==> src/rtl/multi_buffer_ring_ctrl.sv <==
// Ring controller that hands whole RAM pages from a producer to a consumer.
// Request and finish handshakes each run their own FSM and share the ring state.
module multi_buffer_ring_ctrl #(
  parameter int unsigned  DATA_WIDTH = 8,
  parameter int unsigned  ADDR_WIDTH = 8,
  parameter int unsigned  BUFFER_NUM = 8,
  parameter bit           OVERWRITE  = 1'b0,
  localparam int unsigned BUF_AW     = $clog2(BUFFER_NUM)
) (
  input  logic                         clk_i,
  input  logic                         rst_i,
  input  logic                         wr_req_i,
  output logic                         wr_req_ack_o,
  output logic                         wr_req_result_o,
  input  logic                         wr_finish_i,
  output logic                         wr_finish_ack_o,
  input  logic [ADDR_WIDTH:0]          wr_len_i,
  input  logic                         wr_en_i,
  input  logic [ADDR_WIDTH-1:0]        wr_addr_i,
  input  logic [DATA_WIDTH-1:0]        wr_data_i,
  input  logic                         rd_req_i,
  output logic                         rd_req_ack_o,
  output logic                         rd_req_result_o,
  input  logic                         rd_finish_i,
  output logic                         rd_finish_ack_o,
  output logic [ADDR_WIDTH:0]          rd_len_o,
  input  logic [ADDR_WIDTH-1:0]        rd_addr_i,
  output logic [DATA_WIDTH-1:0]        rd_data_o,
  output logic                         ram_wr_en_o,
  output logic [BUF_AW+ADDR_WIDTH-1:0] ram_wr_addr_o,
  output logic [DATA_WIDTH-1:0]        ram_wr_data_o,
  output logic [BUF_AW+ADDR_WIDTH-1:0] ram_rd_addr_o,
  input  logic [DATA_WIDTH-1:0]        ram_rd_data_i,
  output logic [BUF_AW:0]              full_cnt_o,
  output logic                         full_o,
  output logic                         empty_o,
  output logic                         overflow_o
);

  localparam int unsigned       LenW    = ADDR_WIDTH + 1;
  localparam int unsigned       CntW    = BUF_AW + 1;
  localparam logic [LenW-1:0]   MaxLen  = {1'b1, {ADDR_WIDTH{1'b0}}};
  localparam logic [CntW-1:0]   CntMax  = CntW'(BUFFER_NUM);
  localparam logic [BUF_AW-1:0] LastPtr = BUF_AW'(BUFFER_NUM - 1);

  typedef enum logic [2:0] {
    ReqIdle, ReqWrJudge, ReqRdJudge, ReqWrHold, ReqRdHold
  } req_state_e;

  typedef enum logic [2:0] {
    BufIdle, BufWrCommit, BufRdRelease, BufWrWait, BufRdWait
  } buf_state_e;

  req_state_e r_req_state, w_req_state_nxt;
  buf_state_e r_buf_state, w_buf_state_nxt;
  logic       r_req_prio, w_req_prio_nxt;  // 0: write side wins a tie
  logic       r_buf_prio, w_buf_prio_nxt;

  logic [BUF_AW-1:0] r_wr_ptr, r_rd_ptr;
  logic [CntW-1:0]   r_full_cnt, w_full_cnt_nxt;
  logic              r_wr_own, r_rd_own;
  logic              r_wr_result, r_rd_result;
  logic [LenW-1:0]   r_rd_len;
  logic              r_overflow;
  logic [LenW-1:0]   r_len [BUFFER_NUM];

  logic            w_wr_grant, w_rd_grant, w_drop;
  logic            w_commit, w_release;
  logic [LenW-1:0] w_len_sat;

  function automatic logic [BUF_AW-1:0] ptr_inc(input logic [BUF_AW-1:0] ptr);
    return (ptr == LastPtr) ? '0 : ptr + 1'b1;
  endfunction

  assign w_len_sat = (wr_len_i > MaxLen) ? MaxLen : wr_len_i;

  // Request FSM
  always_ff @(posedge clk_i or posedge rst_i) begin
    if (rst_i) begin
      r_req_state <= ReqIdle;
      r_req_prio  <= 1'b0;
    end else begin
      r_req_state <= w_req_state_nxt;
      r_req_prio  <= w_req_prio_nxt;
    end
  end

  always_comb begin
    w_req_state_nxt = r_req_state;
    w_req_prio_nxt  = r_req_prio;
    w_wr_grant      = 1'b0;
    w_rd_grant      = 1'b0;
    w_drop          = 1'b0;
    unique case (r_req_state)
      ReqIdle: begin
        if (wr_req_i && rd_req_i) begin
          w_req_state_nxt = r_req_prio ? ReqRdJudge : ReqWrJudge;
          w_req_prio_nxt  = ~r_req_prio;
        end else if (wr_req_i) begin
          w_req_state_nxt = ReqWrJudge;
        end else if (rd_req_i) begin
          w_req_state_nxt = ReqRdJudge;
        end
      end
      ReqWrJudge: begin
        w_req_state_nxt = ReqWrHold;
        if (r_full_cnt != CntMax) begin
          w_wr_grant = 1'b1;
        end else if (OVERWRITE && !r_rd_own) begin
          // Ring is full: the oldest unread page is sacrificed to the writer.
          w_wr_grant = 1'b1;
          w_drop     = 1'b1;
        end
      end
      ReqRdJudge: begin
        w_req_state_nxt = ReqRdHold;
        w_rd_grant      = (r_full_cnt != '0);
      end
      ReqWrHold: if (!wr_req_i) w_req_state_nxt = ReqIdle;
      ReqRdHold: if (!rd_req_i) w_req_state_nxt = ReqIdle;
      default:   w_req_state_nxt = ReqIdle;
    endcase
  end

  // Finish FSM
  always_ff @(posedge clk_i or posedge rst_i) begin
    if (rst_i) begin
      r_buf_state <= BufIdle;
      r_buf_prio  <= 1'b0;
    end else begin
      r_buf_state <= w_buf_state_nxt;
      r_buf_prio  <= w_buf_prio_nxt;
    end
  end

  always_comb begin
    w_buf_state_nxt = r_buf_state;
    w_buf_prio_nxt  = r_buf_prio;
    w_commit        = 1'b0;
    w_release       = 1'b0;
    unique case (r_buf_state)
      BufIdle: begin
        if (wr_finish_i && rd_finish_i) begin
          w_buf_state_nxt = r_buf_prio ? BufRdRelease : BufWrCommit;
          w_buf_prio_nxt  = ~r_buf_prio;
        end else if (wr_finish_i) begin
          w_buf_state_nxt = BufWrCommit;
        end else if (rd_finish_i) begin
          w_buf_state_nxt = BufRdRelease;
        end
      end
      BufWrCommit: begin
        w_buf_state_nxt = BufWrWait;
        w_commit        = r_wr_own;
      end
      BufRdRelease: begin
        w_buf_state_nxt = BufRdWait;
        w_release       = r_rd_own;
      end
      BufWrWait: if (!wr_finish_i) w_buf_state_nxt = BufIdle;
      BufRdWait: if (!rd_finish_i) w_buf_state_nxt = BufIdle;
      default:   w_buf_state_nxt = BufIdle;
    endcase
  end

  // Drop and release never coincide: drop needs !rd_own, release needs rd_own.
  always_comb begin
    w_full_cnt_nxt = r_full_cnt;
    if (w_commit && !(w_release || w_drop)) begin
      if (r_full_cnt != CntMax) w_full_cnt_nxt = r_full_cnt + 1'b1;
    end else if (!w_commit && (w_release || w_drop)) begin
      if (r_full_cnt != '0) w_full_cnt_nxt = r_full_cnt - 1'b1;
    end
  end

  always_ff @(posedge clk_i or posedge rst_i) begin
    if (rst_i) begin
      r_wr_ptr   <= '0;
      r_rd_ptr   <= '0;
      r_full_cnt <= '0;
      r_wr_own   <= 1'b0;
      r_rd_own   <= 1'b0;
    end else begin
      if (w_commit) r_wr_ptr <= ptr_inc(r_wr_ptr);
      if (w_release || w_drop) r_rd_ptr <= ptr_inc(r_rd_ptr);
      r_full_cnt <= w_full_cnt_nxt;
      if (w_wr_grant) begin
        r_wr_own <= 1'b1;
      end else if (w_commit) begin
        r_wr_own <= 1'b0;
      end
      if (w_rd_grant) begin
        r_rd_own <= 1'b1;
      end else if (w_release) begin
        r_rd_own <= 1'b0;
      end
    end
  end

  always_ff @(posedge clk_i or posedge rst_i) begin
    if (rst_i) begin
      r_wr_result <= 1'b0;
      r_rd_result <= 1'b0;
      r_rd_len    <= '0;
      r_overflow  <= 1'b0;
    end else begin
      r_overflow <= w_drop;
      if (r_req_state == ReqWrJudge) begin
        r_wr_result <= w_wr_grant;
      end else if (r_req_state == ReqWrHold && !wr_req_i) begin
        r_wr_result <= 1'b0;
      end
      if (r_req_state == ReqRdJudge) begin
        r_rd_result <= w_rd_grant;
      end else if (r_req_state == ReqRdHold && !rd_req_i) begin
        r_rd_result <= 1'b0;
      end
      if (w_rd_grant) r_rd_len <= r_len[r_rd_ptr];
    end
  end

  // Page lengths survive reset; only committed pages are ever read back.
  always_ff @(posedge clk_i) begin
    if (w_commit) r_len[r_wr_ptr] <= w_len_sat;
  end

  assign wr_req_ack_o    = (r_req_state == ReqWrHold);
  assign rd_req_ack_o    = (r_req_state == ReqRdHold);
  assign wr_req_result_o = r_wr_result;
  assign rd_req_result_o = r_rd_result;
  assign wr_finish_ack_o = (r_buf_state == BufWrWait);
  assign rd_finish_ack_o = (r_buf_state == BufRdWait);
  assign rd_len_o        = r_rd_len;
  assign rd_data_o       = ram_rd_data_i;
  assign ram_wr_en_o     = wr_en_i & r_wr_own;
  assign ram_wr_addr_o   = {r_wr_ptr, wr_addr_i};
  assign ram_wr_data_o   = wr_data_i;
  assign ram_rd_addr_o   = {r_rd_ptr, rd_addr_i};
  assign full_cnt_o      = r_full_cnt;
  assign full_o          = (r_full_cnt == CntMax);
  assign empty_o         = (r_full_cnt == '0);
  assign overflow_o      = r_overflow;

endmodule
==> config.mk <==
export PLATFORM = sky130hd
export DESIGN_NAME = multi_buffer_ring_ctrl
export DESIGN_NICKNAME = d
export VERILOG_FILES = /design/src/rtl/multi_buffer_ring_ctrl.sv
export SDC_FILE = /design/constraint.sdc
export NUM_CORES = 1
export LEC_CHECK = 0
export CAP_MARGIN = 20
export CELL_PAD_IN_SITES_DETAIL_PLACEMENT = 0
export CELL_PAD_IN_SITES_GLOBAL_PLACEMENT = 1
export CORE_MARGIN = 2
export CORE_UTILIZATION = 44
export DETAILED_ROUTE_END_ITERATION = 8
export GPL_TIMING_DRIVEN = 0
export PLACE_DENSITY = 0.93
export SLEW_MARGIN = 0
export SYNTH_ARGS = -nofsm -noshare
export SYNTH_HDL_FRONTEND = slang
export SYNTH_SLANG_ARGS = --single-unit
==> constraint.sdc <==
create_clock -name clk_i -period 3.55 [get_ports clk_i]
set_input_delay 0.355 -clock clk_i [delete_from_list [all_inputs] [get_ports clk_i]]
set_output_delay 0.355 -clock clk_i [all_outputs]
set_load 0.01 [all_outputs]
==> results of run 1 <==
==> placed cells by master, fill, tap and decap left out, types with 9 or more instances in the layout <==
cell	Yosys	routed
nor2_1	13	13
mux2i_1	11	11
edfxtp_1	72	72
clkdlybuf4s50_1	0	75
dfrtp_1	31	31
a21oi_1	11	11
mux4_2	18	18
o21ai_0	16	16
buf_4	34	34
nor2b_1	9	9
nand2_1	21	21
clkbuf_8	0	9
==> worst max path at each step <==
stage                     to
2_1_floorplan  full_cnt_o[3]
3_3_place_gp     r_len[1][6]
3_5_place_dp   full_cnt_o[3]
4_1_cts        full_cnt_o[3]
5_1_grt        full_cnt_o[3]
6_report       full_cnt_o[3]
==> cell type report <==
class,instances,area (µm²)
clock inverters,7,96.34
fillers,797,4476
plain buffers,45,317.8
flip-flops and latches,103,2938
well taps,136,170.2
inverters,6,22.52
clock buffers,9,123.9
repair buffers,76,778.2
multi-input cells,151,1309
==> through the flow <==
| stage | power (mW) | cell area (µm²) | cells | utilization, % |
|---|---|---|---|---|
| 2_1_floorplan | 2.723 | 4577 | 305 | - |
| 3_3_place_gp | 3.255 | 5498 | 516 | 53.74 |
| 3_5_place_dp | 3.322 | 5535 | 517 | 54.10 |
| 4_1_cts | 4.105 | 5756 | 533 | 56.26 |
| 5_1_grt | 4.308 | 5756 | 533 | 56.26 |
| 6_report | 4.055 | 5756 | 533 | 56.26 |
==> worst reg2reg max path: stages, from the launching register on <==
cell,delay [ps]
dfrtp_1,480
nand2b_1,220
nor3b_2,450
ha_1,300
inv_1,110
ha_1,280
a21o_1,170
a21oi_1,180
mux2i_1,240
xnor2_1,130
==> per-layer routing <==
layer | track usage (%) | wire (µm) | vias up | part of all wire [%]
met5 | 0 | 0 | - | 0
met4 | 3.759 | 44 | 0 | 0.52
li1 | - | - | 1259 | -
met1 | 17.74 | 3407 | 1272 | 40
met2 | 27.42 | 4313 | 111 | 51
met3 | 5.212 | 663 | 4 | 7.9
==> cell families (layout without fill, tap and decap cells) <==
logic type               after synthesis  after routing
buffers and inverters                 51            143
other                                  1              1
adder cells (fa/ha/maj)                8              8
AO/OA/AOI/OAI                         33             33
AND/OR/NAND/NOR                       70             70
XOR/XNOR                               6              6
multiplexers                          33             33
flip-flops                           103            103
==> power breakdown <==
part           switching (mW)  total [mW]  internal (mW)  leakage (nW)
clock network           0.385       0.783          0.398         0.103
registers               0.201        1.73           1.53          1.04
logic                   0.724        1.54          0.821         0.987
==> sequential cells by signal, indices dropped and copies added (netlist names) <==
| register | cells |
|---|---|
| full_cnt_o | 4 |
| r_buf_state | 3 |
| r_rd_ptr | 3 |
| r_wr_ptr | 3 |
| r_buf_prio | 1 |
| r_wr_own | 1 |
| r_req_state | 3 |
| r_len | 72 |
| r_req_prio | 1 |
| r_rd_own | 1 |
| wr_req_result_o | 1 |
| rd_req_result_o | 1 |
| rd_len_o | 9 |
==> flow_metrics.py, run 1 <==
metrics = {
    "floorplanning": {
        "rows": 37,
        "dieArea_um2": 11230,
        "fp.dieH_um": 106.0,
        "initial_utilization_pct": 44.74,
        "pin_count": 109,
        "die_w_um": 106.0,
        "core_um2": 10230,
    },
    "logic_synthesis": {
        "synthTopCellsByArea": "edfxtp_1 (47%), dfrtp_1 (17%), mux4_2 (8.9%), buf_4 (5.6%), mux2i_1 (2.4%)",
        "synthTopCellsByCount": "edfxtp_1 (72), buf_4 (34), dfrtp_1 (31)",
        "async_flop_share_pct": 30.10,
        "synth_fp_nets": 361,
        "synthAdderAreaFrac_pct": 2.351,
        "synth_edf_count": 72,
        "yosysSeqAreaShare_pct": 64.19,
        "yosys.area_share.simple_pct": 8.557,
        "syn_inst": 305,
        "synth_top_family_by_area": "multiplexers",
        "synth_most_common_cell": "edfxtp_1",
        "avgSynthCellArea_um2": 15.01,
        "synth_compound_area_share_pct": 3.909,
        "ys_types": 42,
        "synth_top_area_share_pct": 47.24,
        "ys_ff_latch": 103,
        "ys.flop_type": "edfxtp_1",
        "synthXorXnorAreaFrac_pct": 1.148,
        "synth_mux_area_share_pct": 12.33,
        "syn-cell-area_um2": 4577,
        "ys.warnings.count": 0,
        "synth_area_leader_cell": "edfxtp_1",
    },
    "sta": {
        "fmax_ghz": 0.3813,
        "drv_slew": 0,
        "period_share_pct": 73.88,
        "rsz0062_at_grt": "no",
        "slew-limit-headroom_pct": 34.81,
        "worst_hold_slack_ps": 376.6,
        "finalSetupViolCount": 0,
        "skew_ps": 9.267,
        "tightest_slew_ps": 974.3,
        "period_needed_ps": 2623,
        "finalSetupTns_ps": 0,
        "hold_viol": 0,
        "layout_setup_ws_ps": 927.3,
    },
    "clock_network": {
        "cts-resized-gates": 0,
        "clk_pin_slew_worst_paths_ps": 100,
        "cts_buffers": 9,
        "hold_buffers": 0,
        "cts_tree": "done",
        "htree_levels": 3,
        "cts_max_path_buffers": 2,
        "clock_latency_ps": 360,
        "cts.sinks": 103,
        "cts_root_buffer": "clkbuf_8",
        "cts_setup_buffers": 0,
    },
    "worst_hold_path": {
        "hold_class": "in -> async",
    },
    "global_routing": {
        "gr-total-overflow": 0,
        "grt_pass1_wl_um": 13060,
        "grt.total_usage_pct": 15.33,
        "antenna_found_initial": 0,
        "grt_start_max_net_pins": 19,
        "grt_pass1_vias": 2588,
    },
    "worst_setup_path": {
        "reg2reg_from": "r_buf_state[1]",
        "worstPathArrival_ps": 2920,
        "worstSetupEndpointType": "register",
        "reg2regPathDepth": 9,
        "path_depth": 9,
        "crit_path_frequent_cell": "ha_1",
        "critPathKind": "reg -> reg",
        "startpoint_type": "register",
        "timing.critical_path.from": "r_buf_state[1]",
        "r2r_setup_slack_ps": 930,
        "required_ps": 3840,
        "cp_max_fo": 7,
        "cpMaxStageDelayCell": "dfrtp_1",
        "path_buf_inv": 1,
        "cp_cell_sequence": "nand2b_1 > nor3b_2 > ha_1 > inv_1 > ha_1 > a21o_1 > a21oi_1 > mux2i_1 > xnor2_1",
        "cpPeakStageDelay_ps": 480,
        "worstReg2RegEnd": "full_cnt_o[3]",
        "crit_family": "simple AND/OR/NAND/NOR gates",
    },
    "placement": {
        "gp_congestion": 0.7998,
        "hpwl_um": 6076,
        "place_ws_ps": 956.2,
        "portBuffers": 75,
    },
    "drt": {
        "drt_iter0_drc": 124,
        "wl_um": 8429,
        "final_antenna_net_count": 0,
        "vias": 2646,
        "routedWlPerCell_um": 15.81,
        "avgViaCountPerCell": 4.964,
        "firstDrtPassIters": 4,
        "drc": 0,
    },
    "power": {
        "vdd_drop_max_uv": 278.9,
        "leakagePower_nw": 2.126,
        "power_density_nw_per_um2": 704.5,
    },
    "finish": {
        "drive_gt1_share_pct": 21.66,
        "areaGrowthSynthToFinish_pct": 25.75,
        "diodes": 0,
        "finalNetCount": 448,
    },
    "status": {
        "status": "complete, no violations",
    },
    "flow_run": {
        "maxCapViolations": 0,
    },
}
(Power assumes the default switching activity.)
==> run 2: changes to the inputs <==
--- a/config.mk
+++ b/config.mk
@@ -9,10 +9,10 @@
 export CELL_PAD_IN_SITES_DETAIL_PLACEMENT = 0
 export CELL_PAD_IN_SITES_GLOBAL_PLACEMENT = 1
 export CORE_MARGIN = 2
-export CORE_UTILIZATION = 44
+export CORE_UTILIZATION = 37
 export DETAILED_ROUTE_END_ITERATION = 8
 export GPL_TIMING_DRIVEN = 0
-export PLACE_DENSITY = 0.93
+export PLACE_DENSITY = 0.84
 export SLEW_MARGIN = 0
 export SYNTH_ARGS = -nofsm -noshare
 export SYNTH_HDL_FRONTEND = slang
==> constraint.sdc (replaced) <==
create_clock -name clk_i -period 2.24 [get_ports clk_i]
set_input_delay 0.224 -clock clk_i [delete_from_list [all_inputs] [get_ports clk_i]]
set_output_delay 0.224 -clock clk_i [all_outputs]
set_load 0.01 [all_outputs]
==> run 2 against run 1 <==
Final area increased by 4.1%. Via count grew 4.6%. Critical endpoint unchanged. Fmax up 23%. Sequential power up 61%. First-iteration DRC count rose by 15%. Register-to-register slack worse by 810 ps. Clock power increased by 86%. Worst setup slack worse by 810 ps. Sequential share of layout area is 2.0 points lower. Flip-flop and latch count unchanged. Combinational power is 74% higher. Cell count is 7.3% higher. Highest routed layer unchanged.
==> flow_metrics.py, run 2 (synthesis gave the netlist of run 1 again) <==
metrics = {
    "status": {
        "status": "complete, no violations",
    },
    "drt": {
        "drt-met1-wl_um": 3819,
        "avgViaCountPerCell": 4.837,
        "drc": 0,
        "topRoutingLayerUsed": "met4",
        "firstDrtPassIters": 4,
        "routedWlPerCell_um": 15.68,
        "vias": 2767,
        "wl_met2_um": 4533,
        "wl_met3_um": 492,
        "drt_iter0_drc": 143,
        "final_antenna_net_count": 0,
        "wl_um": 8967,
    },
    "sta": {
        "tightest_slew_ps": 798.5,
        "drv_slew": 0,
        "layout_setup_ws_ps": 114.4,
        "finalSetupViolCount": 0,
        "fmax_ghz": 0.4704,
        "rsz0062_at_grt": "yes",
        "slew-limit-headroom_pct": 46.77,
        "period_needed_ps": 2126,
        "skew_ps": 9.184,
        "hold_viol": 0,
        "period_share_pct": 94.90,
    },
    "worst_setup_path": {
        "endpoint": "full_cnt_o[3]",
        "cp_max_fo": 4,
        "reg2reg_from": "r_buf_state[2]",
        "worstPathArrival_ps": 2350,
        "worstReg2RegEnd": "full_cnt_o[3]",
        "worstSetupEndpointType": "register",
        "required_ps": 2460,
        "startpoint_type": "register",
        "reg2regPathDepth": 9,
        "r2r_setup_slack_ps": 110,
        "timing.critical_path.from": "r_buf_state[2]",
        "critPathKind": "reg -> reg",
    },
    "power": {
        "p_int_mw": 4.633,
        "leakagePower_nw": 2.208,
        "p_sw_share_pct": 33.00,
        "clockPowerShare_pct": 21.2,
        "seqPwrFrac_pct": 40.1,
        "p_switching_mw": 2.282,
        "power_density_nw_per_um2": 1154,
        "p_total_mw": 6.915,
        "vdd_drop_max_uv": 605.5,
        "combPwrFrac_pct": 38.7,
    },
    "finish": {
        "final_util_pct": 49.68,
        "finalNetCount": 455,
        "drive_gt1_share_pct": 26.24,
        "layout_common_cells": "clkdlybuf4s50_1 (75), edfxtp_1 (72), buf_4 (43)",
        "final_common_cell": "clkdlybuf4s50_1",
        "top_register": "r_len",
        "areaGrowthSynthToFinish_pct": 30.92,
        "largest_register_ffs": 72,
        "diodes": 0,
        "fillers": 1010,
        "fin_cells": 572,
    },
    "global_routing": {
        "grt_pass1_vias": 2710,
        "gr-total-overflow": 0,
        "antenna_found_initial": 0,
        "grt_pass1_wl_um": 13720,
        "grt_start_max_net_pins": 21,
        "grt.total_usage_pct": 13.71,
    },
    "clock_network": {
        "cts.sinks": 103,
        "cts_buffers": 9,
        "htree_levels": 3,
        "clk_pin_slew_worst_paths_ps": 70,
        "cts_max_path_buffers": 2,
        "cts_tree": "done",
        "cts_root_buffer": "clkbuf_16",
        "clock_latency_ps": 350,
    },
    "floorplanning": {
        "rows": 40,
        "pin_count": 109,
        "initial_utilization_pct": 37.95,
        "core_um2": 12060,
        "dieArea_um2": 13280,
        "fp.dieH_um": 115.2,
        "die_w_um": 115.2,
    },
    "placement": {
        "dp.cells": 549,
        "place_ws_ps": -495.0,
        "portBuffers": 75,
        "gp_congestion": 0.7313,
        "hpwl_um": 6201,
    },
    "flow_run": {
        "maxCapViolations": 0,
    },
    "worst_hold_path": {
        "hold_class": "in -> async",
    },
}
==> run 2: changes by cell type in the layout (fill, tap and decap cells not counted), moves of 3 or more <==
cell,delta
buf_4,+9
clkbuf_16,+9
clkbuf_8,-9
nor2_1,-6
nor2_2,+6
ha_1,-3
ha_4,+3
==> run 2: worst min path at each step <==
stage / start / endpoint / slack, ps / depth (start not counted)
after floorplan: rst_i / full_cnt_o[0] / 330 / 1
after global placement: r_req_prio / r_req_prio / 480 / 1
after detailed placement: r_rd_own / r_rd_own / 480 / 2
after CTS: rst_i / rd_req_result_o / 240 / 2
after global routing: rst_i / rd_req_result_o / 280 / 2
final: rst_i / rd_req_result_o / 230 / 2
==> run 2: timing repair <==
action                                  in CTS  in global routing
hold buffers                                 0                  0
endpoints found under the setup margin      75                 52
pin swaps                                    5                  4
buffers inserted                             9                  0
gates resized for setup                     10                  6
==> run 2: cell type report <==
type / count / area (µm²) / share of cell area [%]
Clock buffer: 10 / 229.0 / 3.821
Inverter: 6 / 25.02 / 0.4176
Timing Repair Buffer: 85 / 845.8 / 14.12
Buffer: 43 / 295.3 / 4.928
Clock inverter: 6 / 45.04 / 0.7517
Sequential cell: 103 / 2939 / 49.05
Tap cell: 168 / 210.2 / 3.508
Multi-Input combinational cell: 151 / 1403 / 23.41
==> run 2: per-stage QoR <==
| stage | area [µm²] | hold slack [ps] | TNS, ps |
|---|---|---|---|
| detailed placement | 5594 | 481.5 | -29810 |
| global placement | 5562 | 479.6 | -25560 |
| global route | 5992 | 283.4 | -3.583 |
| finish | 5992 | 226.9 | 0 |
| CTS | 5982 | 244.2 | -64.99 |
| floorplan | 4601 | 327.5 | -272.8 |
==> run 2: power by group through the flow <==
stage	Sequential [mW]	Clock, mW	Combinational (mW)
final	2.78	1.46	2.68
after CTS	2.77	1.49	2.69
after global placement	2.77	0	2.46
after floorplan	2.79	0	1.57
after global routing	2.83	1.56	2.95
after detailed placement	2.79	0	2.55
==> run 2: metal layers <==
| layer | up-vias | GRT usage (%) |
|---|---|---|
| li1 | 1283 | - |
| met1 | 1369 | 16.66 |
| met2 | 106 | 24.43 |
| met3 | 9 | 2.372 |
| met4 | 0 | 5.221 |
| met5 | - | 0 |
==> run 2: critical path: stages, from the launching register on <==
cell and delay (ps):
dfrtp_1 380, nand2b_4 140, or3b_4 420, ha_4 180, inv_4 70, ha_4 190, a21o_1 160, a21oi_2 150
mux2i_1 230, xnor2_1 90
==> run 3: changes to the inputs <==
--- a/config.mk
+++ b/config.mk
@@ -9,10 +9,11 @@
 export CELL_PAD_IN_SITES_DETAIL_PLACEMENT = 0
 export CELL_PAD_IN_SITES_GLOBAL_PLACEMENT = 1
 export CORE_MARGIN = 2
-export CORE_UTILIZATION = 37
+export CORE_UTILIZATION = 44
 export DETAILED_ROUTE_END_ITERATION = 8
 export GPL_TIMING_DRIVEN = 0
-export PLACE_DENSITY = 0.84
+export HOLD_SLACK_MARGIN = 0.03
+export PLACE_DENSITY = 0.93
 export SLEW_MARGIN = 0
 export SYNTH_ARGS = -nofsm -noshare
 export SYNTH_HDL_FRONTEND = slang
==> constraint.sdc (replaced) <==
create_clock -name clk_i -period 2.67 [get_ports clk_i]
set_input_delay 0.267 -clock clk_i [delete_from_list [all_inputs] [get_ports clk_i]]
set_output_delay 0.267 -clock clk_i [all_outputs]
set_load 0.01 [all_outputs]
==> run 3 against run 2 <==
Non-clock buffer count shrank 6. Cell count shrank 6.6%. Combinational power shrank 22%. Count of clock-buffer cells in the layout shrank 1. Critical path depth grew 2. Sequential power shrank 17%. Sequential share of layout area grew 1.9 points. Register-to-register slack gained 50 ps. Via count shrank 4.1%. Hold slack gained 63 ps. Largest cell class unchanged.
==> flow_metrics.py, run 3 (synthesis gave the netlist of run 1 again) <==
metrics = {
    "status": {
        "status": "complete, no violations",
    },
    "global_routing": {
        "grt_start_max_net_pins": 19,
        "grt_pass1_vias": 2588,
        "antenna_found_initial": 0,
        "grt_pass1_wl_um": 13060,
        "gr-total-overflow": 0,
        "grt.total_usage_pct": 15.33,
    },
    "sta": {
        "fmax_ghz": 0.3985,
        "period_share_pct": 94.00,
        "slew-limit-headroom_pct": 34.73,
        "skew_ps": 11.26,
        "period_needed_ps": 2510,
        "rsz0062_at_grt": "no",
        "tightest_slew_ps": 975.5,
        "hold_viol": 0,
        "drv_slew": 0,
        "finalSetupViolCount": 0,
        "layout_setup_ws_ps": 160.3,
    },
    "finish": {
        "largest_register_ffs": 72,
        "layout_common_cells": "clkdlybuf4s50_1 (75), edfxtp_1 (72), buf_4 (35)",
        "areaGrowthSynthToFinish_pct": 26.05,
        "final_common_cell": "clkdlybuf4s50_1",
        "fin_cells": 534,
        "diodes": 0,
        "final_area_um2": 5769,
        "drive_gt1_share_pct": 22.11,
        "fillers": 793,
        "top_register": "r_len",
        "finalNetCount": 449,
    },
    "floorplanning": {
        "initial_utilization_pct": 44.74,
        "fp.dieH_um": 106.0,
        "core_um2": 10230,
        "dieArea_um2": 11230,
        "rows": 37,
        "die_w_um": 106.0,
        "pin_count": 109,
    },
    "power": {
        "leakagePower_nw": 2.133,
        "vdd_drop_max_uv": 370.8,
        "power_density_nw_per_um2": 938.7,
    },
    "placement": {
        "hpwl_um": 6076,
        "dpl_cell_area_um2": 5535,
        "place_ws_ps": 76.21,
        "portBuffers": 75,
        "dp.cells": 517,
        "gp_congestion": 0.7998,
    },
    "clock_network": {
        "cts_root_buffer": "clkbuf_8",
        "cts_buffers": 9,
        "cts_tree": "done",
        "clock_latency_ps": 360,
        "cts.sinks": 103,
        "clk_pin_slew_worst_paths_ps": 100,
        "cts_max_path_buffers": 2,
        "htree_levels": 3,
    },
    "drt": {
        "firstDrtPassIters": 4,
        "final_antenna_net_count": 0,
        "wl_um": 8424,
        "drc": 0,
        "wl_met3_um": 680,
        "avgViaCountPerCell": 4.968,
        "vias": 2653,
        "wl_met2_um": 4314,
        "drt_iter0_drc": 114,
        "topRoutingLayerUsed": "met4",
        "routedWlPerCell_um": 15.78,
        "drt-met1-wl_um": 3396,
    },
    "worst_setup_path": {
        "cp_max_fo": 8,
        "worstPathArrival_ps": 2800,
        "critPathKind": "reg -> reg",
        "startpoint_type": "register",
        "worstSetupEndpointType": "register",
        "required_ps": 2960,
    },
    "worst_hold_path": {
        "hold_class": "in -> async",
    },
    "flow_run": {
        "maxCapViolations": 0,
    },
}
## run 3: cell count changes in the layout (fill, tap and decap cells not counted), sizes merged
cell and change:
buf -7, clkinvlp +2, bufinv +2, clkinv +1
inv -4
## run 3: metrics by stage
step	hold slack (ps)	TNS (ps)	total power, mW	utilization, %
after global placement	461.1	-4222	4.327	53.74
after global routing	330.1	0	5.753	56.39
after CTS	299.4	0	5.458	56.26
after floorplan	370.5	0	3.621	-
after detailed placement	475.8	0	4.417	54.10
final	289.7	0	5.416	56.39
## run 3: report_power, final
group | internal [mW] | switching, mW
clock | 0.529 | 0.511
sequential | 2.03 | 0.267
combinational | 1.11 | 0.971
## run 3: cell type report
class | instances | area [µm²] | share of cell area (%)
sequential | 103 | 2938 | 50.92
multi-input combinational | 151 | 1315 | 22.79
timing repair buffer | 77 | 785.8 | 13.62
buffer | 45 | 317.8 | 5.509
tap | 136 | 170.2 | 2.949
clock buffer | 9 | 123.9 | 2.147
clock inverter | 7 | 96.34 | 1.670
inverter | 6 | 22.52 | 0.3904
## run 3: routing by layer
layer | vias to the layer above | GRT usage, %
li1 | 1264 | -
met1 | 1275 | 17.74
met2 | 112 | 27.42
met3 | 2 | 5.212
met4 | 0 | 3.759
met5 | - | 0
## run 3: repair_timing
item / CTS / global route
endpoints found under the setup margin: 0 / 63
hold buffers: 0 / 0
resized for setup: 0 / 2
setup buffers: 0 / 1
## run 3: path summary, 6_finish.rpt
path                       depth (start not counted)      startpoint            end  slack, ps
min in group clk_i                                 1      r_req_prio     r_req_prio        490
setup / recovery                                  11  r_buf_state[2]  full_cnt_o[3]        160
hold / removal                                     2           rst_i  full_cnt_o[3]        290
hold reg to reg                                    1      r_req_prio     r_req_prio        490
setup reg to reg                                  11  r_buf_state[2]  full_cnt_o[3]        160
max in group asynchronous                          3           rst_i    rd_len_o[6]       1870
## run 3: critical path, cell delays in order, from the launching register on
cell	delay, ps
dfrtp_1	390
buf_6	130
nand2b_4	150
or3b_1	370
buf_6	140
ha_1	220
inv_2	100
ha_1	230
a21o_1	170
a21oi_1	180
mux2i_1	240
xnor2_1	130
